==> config.mk <==
export PLATFORM = sky130hd
export DESIGN_NAME = assoc_cache_flat
export DESIGN_NICKNAME = d
export VERILOG_FILES = /design/src/rtl/assoc_cache_if.sv /design/src/rtl/assoc_cache.sv /design/src/flat_wrapper.sv
export SDC_FILE = /design/constraint.sdc
export NUM_CORES = 1
export LEC_CHECK = 0
export CORE_MARGIN = 2
export CORE_UTILIZATION = 54
export CTS_CLUSTER_SIZE = 14
export DETAILED_ROUTE_END_ITERATION = 12
export PLACE_DENSITY = 0.76
export SYNTH_ARGS = -nofsm -noshare
export SYNTH_HDL_FRONTEND = slang
export SYNTH_SLANG_ARGS = --single-unit
==> constraint.sdc <==
create_clock -name clk -period 3.8 [get_ports clk]
set_input_delay 0.76 -clock clk [delete_from_list [all_inputs] [get_ports clk]]
set_output_delay 0.76 -clock clk [all_outputs]
set_load 0.02 [all_outputs]
==> src/rtl/assoc_cache_if.sv <==
`default_nettype none
// ============================================================================
// Module      : assoc_cache_if
// Description : CPU load/store port and backing-memory word port of the
//               set-associative cache, bundled as one interface.
//               slave  = cache side, master = CPU/memory environment side.
// Revision    : 1.0 - initial release
// ============================================================================
interface assoc_cache_if #(
  parameter int ADDR_WIDTH = 8,
  parameter int DATA_WIDTH = 32
);
  // CPU side
  logic                  cpu_req;
  logic                  cpu_we;
  logic [ADDR_WIDTH-1:0] cpu_addr;
  logic [DATA_WIDTH-1:0] cpu_wdata;
  logic                  cpu_ready;
  logic [DATA_WIDTH-1:0] cpu_rdata;
  // Memory side
  logic                  mem_req;
  logic                  mem_we;
  logic [ADDR_WIDTH-1:0] mem_addr;
  logic [DATA_WIDTH-1:0] mem_wdata;
  logic                  mem_ack;
  logic [DATA_WIDTH-1:0] mem_rdata;

  modport slave (
    input  cpu_req, cpu_we, cpu_addr, cpu_wdata, mem_ack, mem_rdata,
    output cpu_ready, cpu_rdata, mem_req, mem_we, mem_addr, mem_wdata
  );

  modport master (
    output cpu_req, cpu_we, cpu_addr, cpu_wdata, mem_ack, mem_rdata,
    input  cpu_ready, cpu_rdata, mem_req, mem_we, mem_addr, mem_wdata
  );
endinterface
`default_nettype wire

==> src/rtl/assoc_cache.sv <==
`default_nettype none
// ============================================================================
// Module      : assoc_cache
// Description : N-way set-associative, write-through / no-write-allocate
//               cache with round-robin replacement and a multi-word line
//               refill over a req/ack word memory port.
//               Optional macro CACHE_STATS_EN adds saturating read hit/miss
//               counters (hit_count / miss_count ports).
//               All LOG_* parameters are expected to be at least 1.
// Revision    : 1.0 - initial release
// ============================================================================
module assoc_cache #(
  parameter int LOG_NUM_SETS   = 2,
  parameter int LOG_NUM_WAYS   = 1,
  parameter int LOG_NUM_BLOCKS = 1,
  parameter int DATA_WIDTH     = 32,
  parameter int ADDR_WIDTH     = 8,
  parameter int STAT_WIDTH     = 16
) (
  input  wire logic         clk,
  input  wire logic         rst,   // asynchronous, active low
  assoc_cache_if.slave      bus
`ifdef CACHE_STATS_EN
  ,
  output logic [STAT_WIDTH-1:0] hit_count,
  output logic [STAT_WIDTH-1:0] miss_count
`endif
);

  localparam int NUM_SETS   = 1 << LOG_NUM_SETS;
  localparam int NUM_WAYS   = 1 << LOG_NUM_WAYS;
  localparam int NUM_BLOCKS = 1 << LOG_NUM_BLOCKS;
  localparam int TAG_W      = ADDR_WIDTH - LOG_NUM_SETS - LOG_NUM_BLOCKS;

  localparam logic [1:0] ST_IDLE   = 2'd0;
  localparam logic [1:0] ST_REFILL = 2'd1;
  localparam logic [1:0] ST_RESP   = 2'd2;
  localparam logic [1:0] ST_WRITE  = 2'd3;

  logic [1:0] state;
  logic [1:0] state_next;

  // Address fields: {tag, index, offset}
  logic [TAG_W-1:0]          req_tag;
  logic [LOG_NUM_SETS-1:0]   req_idx;
  logic [LOG_NUM_BLOCKS-1:0] req_off;

  assign req_tag = bus.cpu_addr[ADDR_WIDTH-1 -: TAG_W];
  assign req_idx = bus.cpu_addr[LOG_NUM_BLOCKS +: LOG_NUM_SETS];
  assign req_off = bus.cpu_addr[LOG_NUM_BLOCKS-1:0];

  // Storage: data and tags carry no reset, only valid bits qualify them
  logic [DATA_WIDTH-1:0] data_arr [NUM_WAYS][NUM_SETS][NUM_BLOCKS];
  logic [TAG_W-1:0]      tag_arr  [NUM_WAYS][NUM_SETS];
  logic [NUM_SETS-1:0][NUM_WAYS-1:0]     valid;
  logic [NUM_SETS-1:0][LOG_NUM_WAYS-1:0] rr;

  logic [LOG_NUM_WAYS-1:0]   victim;     // way being refilled
  logic [LOG_NUM_BLOCKS-1:0] cnt;        // refill word counter
  logic [NUM_WAYS-1:0]       hit_vec;
  logic [LOG_NUM_WAYS-1:0]   hit_way;
  logic [LOG_NUM_WAYS-1:0]   alloc_way;
  logic                      hit;
  logic                      all_valid;
  logic                      read_hit;
  logic                      read_miss;
  logic                      write_go;
  logic                      refill_ack;
  logic                      last_word;

  // Parallel tag compare across every way of the addressed set
  generate
    for (genvar w = 0; w < NUM_WAYS; w++) begin : g_way
      assign hit_vec[w] = valid[req_idx][w] && (tag_arr[w][req_idx] == req_tag);
    end
  endgenerate

  assign hit        = |hit_vec;
  assign all_valid  = &valid[req_idx];
  assign read_hit   = (state == ST_IDLE) && bus.cpu_req && !bus.cpu_we && hit;
  assign read_miss  = (state == ST_IDLE) && bus.cpu_req && !bus.cpu_we && !hit;
  assign write_go   = (state == ST_IDLE) && bus.cpu_req && bus.cpu_we;
  assign refill_ack = (state == ST_REFILL) && bus.mem_ack;
  assign last_word  = (cnt == LOG_NUM_BLOCKS'(NUM_BLOCKS - 1));

  // Encode the (at most one) hitting way
  always_comb begin
    hit_way = '0;
    for (int w = NUM_WAYS - 1; w >= 0; w--) begin
      if (hit_vec[w]) hit_way = LOG_NUM_WAYS'(w);
    end
  end

  // Pick the refill victim: lowest invalid way, else the set's round-robin way
  always_comb begin
    alloc_way = rr[req_idx];
    for (int w = NUM_WAYS - 1; w >= 0; w--) begin
      if (!valid[req_idx][w]) alloc_way = LOG_NUM_WAYS'(w);
    end
  end

  // State register
  always_ff @(posedge clk or negedge rst) begin
    if (!rst) state <= ST_IDLE;
    else      state <= state_next;
  end

  // Next-state logic
  always_comb begin
    state_next = state;
    case (state)
      ST_IDLE: begin
        if (bus.cpu_req) begin
          if (bus.cpu_we) state_next = ST_WRITE;
          else if (!hit)  state_next = ST_REFILL;
        end
      end
      ST_REFILL: if (bus.mem_ack && last_word) state_next = ST_RESP;
      ST_RESP:   state_next = ST_IDLE;
      ST_WRITE:  if (bus.mem_ack) state_next = ST_IDLE;
      default:   state_next = ST_IDLE;
    endcase
  end

  // Output decode for both the CPU and the memory port
  always_comb begin
    bus.cpu_ready = 1'b0;
    bus.cpu_rdata = '0;
    bus.mem_req   = 1'b0;
    bus.mem_we    = 1'b0;
    bus.mem_addr  = '0;
    bus.mem_wdata = '0;
    case (state)
      ST_IDLE: begin
        bus.cpu_ready = read_hit;
        bus.cpu_rdata = data_arr[hit_way][req_idx][req_off];
      end
      ST_REFILL: begin
        bus.mem_req  = 1'b1;
        bus.mem_addr = {req_tag, req_idx, cnt};
      end
      ST_RESP: begin
        bus.cpu_ready = 1'b1;
        bus.cpu_rdata = data_arr[victim][req_idx][req_off];
      end
      ST_WRITE: begin
        bus.mem_req   = 1'b1;
        bus.mem_we    = 1'b1;
        bus.mem_addr  = bus.cpu_addr;
        bus.mem_wdata = bus.cpu_wdata;
        bus.cpu_ready = bus.mem_ack;
      end
      default: ;
    endcase
  end

  // Valid bits, round-robin pointers, victim and refill counter
  always_ff @(posedge clk or negedge rst) begin
    if (!rst) begin
      valid  <= '0;
      rr     <= '0;
      victim <= '0;
      cnt    <= '0;
    end else begin
      if (read_miss) begin
        victim                    <= alloc_way;
        valid[req_idx][alloc_way] <= 1'b0;
        cnt                       <= '0;
        if (all_valid) rr[req_idx] <= rr[req_idx] + 1'b1;
      end
      if (refill_ack) begin
        cnt <= cnt + 1'b1;
        if (last_word) valid[req_idx][victim] <= 1'b1;
      end
    end
  end

  // Data/tag array writes: refill words, and write-hit updates on IDLE exit
  always_ff @(posedge clk) begin
    if (refill_ack) begin
      data_arr[victim][req_idx][cnt] <= bus.mem_rdata;
      if (last_word) tag_arr[victim][req_idx] <= req_tag;
    end
    if (write_go && hit) begin
      data_arr[hit_way][req_idx][req_off] <= bus.cpu_wdata;
    end
  end

`ifdef CACHE_STATS_EN
  // Saturating read hit / read miss counters
  always_ff @(posedge clk or negedge rst) begin
    if (!rst) begin
      hit_count  <= '0;
      miss_count <= '0;
    end else begin
      if (read_hit && (hit_count != '1))   hit_count  <= hit_count + 1'b1;
      if (read_miss && (miss_count != '1)) miss_count <= miss_count + 1'b1;
    end
  end
`endif

endmodule
`default_nettype wire

==> src/flat_wrapper.sv <==
// flat-port wrapper written by rule: the top's interface ports become plain ports
module assoc_cache_flat 
#(
  parameter int LOG_NUM_SETS   = 2,
  parameter int LOG_NUM_WAYS   = 1,
  parameter int LOG_NUM_BLOCKS = 1,
  parameter int DATA_WIDTH     = 32,
  parameter int ADDR_WIDTH     = 8,
  parameter int STAT_WIDTH     = 16
)
  (clk, rst, bus_cpu_req, bus_cpu_we, bus_cpu_addr, bus_cpu_wdata, bus_mem_ack, bus_mem_rdata, bus_cpu_ready, bus_cpu_rdata, bus_mem_req, bus_mem_we, bus_mem_addr, bus_mem_wdata);
  assoc_cache_if #(.ADDR_WIDTH(ADDR_WIDTH), .DATA_WIDTH(DATA_WIDTH)) bus_i ();
  input  wire logic clk;
  input  wire logic rst;
  input wire logic [$bits(bus_i.cpu_req)-1:0] bus_cpu_req;
  input wire logic [$bits(bus_i.cpu_we)-1:0] bus_cpu_we;
  input wire logic [$bits(bus_i.cpu_addr)-1:0] bus_cpu_addr;
  input wire logic [$bits(bus_i.cpu_wdata)-1:0] bus_cpu_wdata;
  input wire logic [$bits(bus_i.mem_ack)-1:0] bus_mem_ack;
  input wire logic [$bits(bus_i.mem_rdata)-1:0] bus_mem_rdata;
  output wire logic [$bits(bus_i.cpu_ready)-1:0] bus_cpu_ready;
  output wire logic [$bits(bus_i.cpu_rdata)-1:0] bus_cpu_rdata;
  output wire logic [$bits(bus_i.mem_req)-1:0] bus_mem_req;
  output wire logic [$bits(bus_i.mem_we)-1:0] bus_mem_we;
  output wire logic [$bits(bus_i.mem_addr)-1:0] bus_mem_addr;
  output wire logic [$bits(bus_i.mem_wdata)-1:0] bus_mem_wdata;
  assign bus_i.cpu_req = bus_cpu_req;
  assign bus_i.cpu_we = bus_cpu_we;
  assign bus_i.cpu_addr = bus_cpu_addr;
  assign bus_i.cpu_wdata = bus_cpu_wdata;
  assign bus_i.mem_ack = bus_mem_ack;
  assign bus_i.mem_rdata = bus_mem_rdata;
  assign bus_cpu_ready = bus_i.cpu_ready;
  assign bus_cpu_rdata = bus_i.cpu_rdata;
  assign bus_mem_req = bus_i.mem_req;
  assign bus_mem_we = bus_i.mem_we;
  assign bus_mem_addr = bus_i.mem_addr;
  assign bus_mem_wdata = bus_i.mem_wdata;
  assoc_cache #(.LOG_NUM_SETS(LOG_NUM_SETS), .LOG_NUM_WAYS(LOG_NUM_WAYS), .LOG_NUM_BLOCKS(LOG_NUM_BLOCKS), .DATA_WIDTH(DATA_WIDTH), .ADDR_WIDTH(ADDR_WIDTH), .STAT_WIDTH(STAT_WIDTH)) u_core (.clk(clk), .rst(rst), .bus(bus_i));
endmodule
==> flow_summary.ini <==
[layout]
stdcell_area_sq_um = 34000
fillers = 3205
diodes = 0
drive_gt1_share_pct = 37.7
num-nets-final = 1888
area_growth_pct = 25.5
multiInputGateArea_sq_um = 10500
layout_commonest_cell = edfxtp_1
final_cell_mix = edfxtp_1, mux4_2, buf_4, clkdlybuf4s50_1, nand2_1
ff_latch_area_sq_um = 17000
post-route-util_pct = 68.1

[global_route]
grt_max_degree = 194
grt_pass1_wl_mm = 108
grt_pass1_vias = 17200
grt_antenna_before_repair = 1
grtUsageTotal_pct = 27.9
grt_overflow = 0

[clocking]
root_buffer = clkbuf_16
clk_path_buf_depth = 3
clk_latency_ps = 620
h-tree-depth = 2
cts_hold_buf = 0
numCtsBuffers = 55
clk_pin_slew_ps = 60
clock-sinks = 568
tritoncts = yes

[logic_synthesis]
yosysWarnings = 0
synth_top_area_share_pct = 61.2
syn_area_sq_um = 27100
ys_types = 48
async_flop_share_pct = 2.82
synth-xor-area-share_pct = 0.582
synth_top_family_by_area = multiplexers
synth.area.top_cells = edfxtp_1, mux4_2, mux2i_1
yosys.area_share.simple_pct = 6.43
syn_avg_cell_area_sq_um = 17.5
synthAdderAreaFrac_pct = 0
syn_inst = 1547
ys_ff_latch = 568
muxShareOfSynthArea_pct = 24.2
syn_nets = 1624
synthFlopType = edfxtp_1
synth-seq-area-share_pct = 62.7
yosys.area.top_type = edfxtp_1
synth_compound_area_share_pct = 3.66
synth_edf_count = 552

[outcome]
status = finished with violations
violations = setup timing

[detailed_routing]
route.vias.total = 17100
viasPerCell = 6.75
drtIter0Drc = 2176
firstDrtPassIters = 5
antenna_left = 0
drt-total-wl_mm = 73.8
avgRoutedWirePerCell_um = 29.2
route.detailed.drc = 0

[sta]
period_needed_ps = 4630
finalCritPeriodShare_pct = 122
rsz0062_at_grt = true
finClkSkew_ps = 18.3
clock.fmax_mhz = 216
tightest_slew_ps = 985
hold_ws_ps = 472
hold_viol = 0
slew_headroom_pct = 34.4
drv_slew = 0
finalSetupViolCount = 33
fin_ws_ps = -832

[critical_path]
crit_arrival_ps = 3870
startpoint_type = flop
cp.required_ps = 3040
crit_fanout = 6
worstSetupEndpointType = output pin
crit_type = reg2out

[pwr]
ir_drop_mv = 0.406
finalPower_mw = 16.2
p_per_area_nw_per_um2 = 478
p_leak_nw = 11.4

[worst_hold_path]
hp-class = reg2reg

[die]
rows = 82
die-area_sq_um = 52000
die_h_um = 228
boundaryPins = 152
core_area_sq_um = 49900
fp.dieW_um = 228
initial_core_util_pct = 54.3

[place]
post-place-ws_ps = -1150
dp_hpwl_mm = 42.7
dpl_cell_area_sq_um = 31100
io_buffers = 151
gp_congestion = 0.818

[flow_run]
maxCapViolations = 0
-- routing by layer --
metal	GRT usage, %	wire length (um)	vias up
met5	0	0	-
met4	9.17	2630	0
met3	4.79	7010	189
met2	46.7	36800	1153
met1	37.7	27400	8739
li1	-	-	6979
-- registers in the layout, summed over array words and instances, names as in the netlist --
signal and flops:
u_core.data_arr 512, u_core.tag_arr 40, u_core.valid 8, u_core.rr 4, u_core.state 2, u_core.cnt 1, u_core.victim 1
-- final timing paths --
kind,cells past startpoint,slack [ps],from,to
worst max register to register,12,330,u_core.tag_arr[1][19],u_core.data_arr[0][223]
worst max-delay path,12,-830,u_core.tag_arr[1][19],bus_cpu_rdata[29]
worst min register to register,1,470,u_core.rr[1],u_core.rr[1]
worst min-delay path,1,470,u_core.rr[1],u_core.rr[1]
max in group asynchronous,1,2590,rst,u_core.state[1]
min in group asynchronous,1,630,rst,u_core.valid[5]
-- synthesized netlist by cell type (26+ instances only) --
library cell  count
a21oi_1          32
a221o_1          31
and3_1           64
clkbuf_1         77
edfxtp_1        552
mux2_2           32
mux2i_1          96
mux4_2          232
nand2_1         104
nand2b_1         28
nor2_1           38
nor3b_1          31
nor4_1           31
o21ai_0          26
o221ai_1         31
-- cell type report --
| cell class | instances | share of cell area [%] |
|---|---|---|
| clock inverters | 35 | 0.943 |
| inverters | 5 | 0.0552 |
| flip-flops and latches | 568 | 50.0 |
| clock buffers | 65 | 4.22 |
| repair buffers | 341 | 11.5 |
| well taps | 672 | 2.48 |
| multi-input cells | 840 | 30.8 |
-- logic make-up (layout without fill, tap and decap cells) --
kind of cell           count (synthesis)  count (layout)
multiplexers                         360             360
flip-flops                           568             568
AO/OA/AOI/OAI                        136             136
XOR/XNOR                              18              18
AND/OR/NAND/NOR                      326             326
buffers and inverters                139             446
-- stage by stage --
step | std cells | setup TNS, ps
after floorplan | 1547 | -42360
after global placement | 2377 | -67640
after detailed placement | 2377 | -89050
after CTS | 2507 | -23460
after global routing | 2526 | -26720
final | 2526 | -23300
-- timing repair --
| item | CTS | global route |
|---|---|---|
| hold endpoints to repair | 0 | 0 |
| buffers inserted | 28 | 18 |
| pin swaps | 16 | 32 |
| gates resized for setup | 199 | 75 |
| gates cloned | 5 | 4 |
| setup endpoints to repair | 33 | 33 |
-- critical path, stage by stage (launching register included) --
cell and delay (ps):
edfxtp_1 380, mux4_2 490, xor2_2 180, nor4_4 340, o21ai_4 170, nor2_8 200
buf_12 140, buf_12 120, buf_16 130, mux4_2 520, mux2i_2 240, o221ai_2 190
buf_6 170
-- power breakdown --
part	total [mW]	switching, mW	internal [mW]
combinational	3.59	1.99	1.60
sequential	7.29	0.172	7.12
clock	5.37	2.33	3.04
total	16.2	4.50	11.7
No activity file was read; power rests on OpenSTA's default activity.
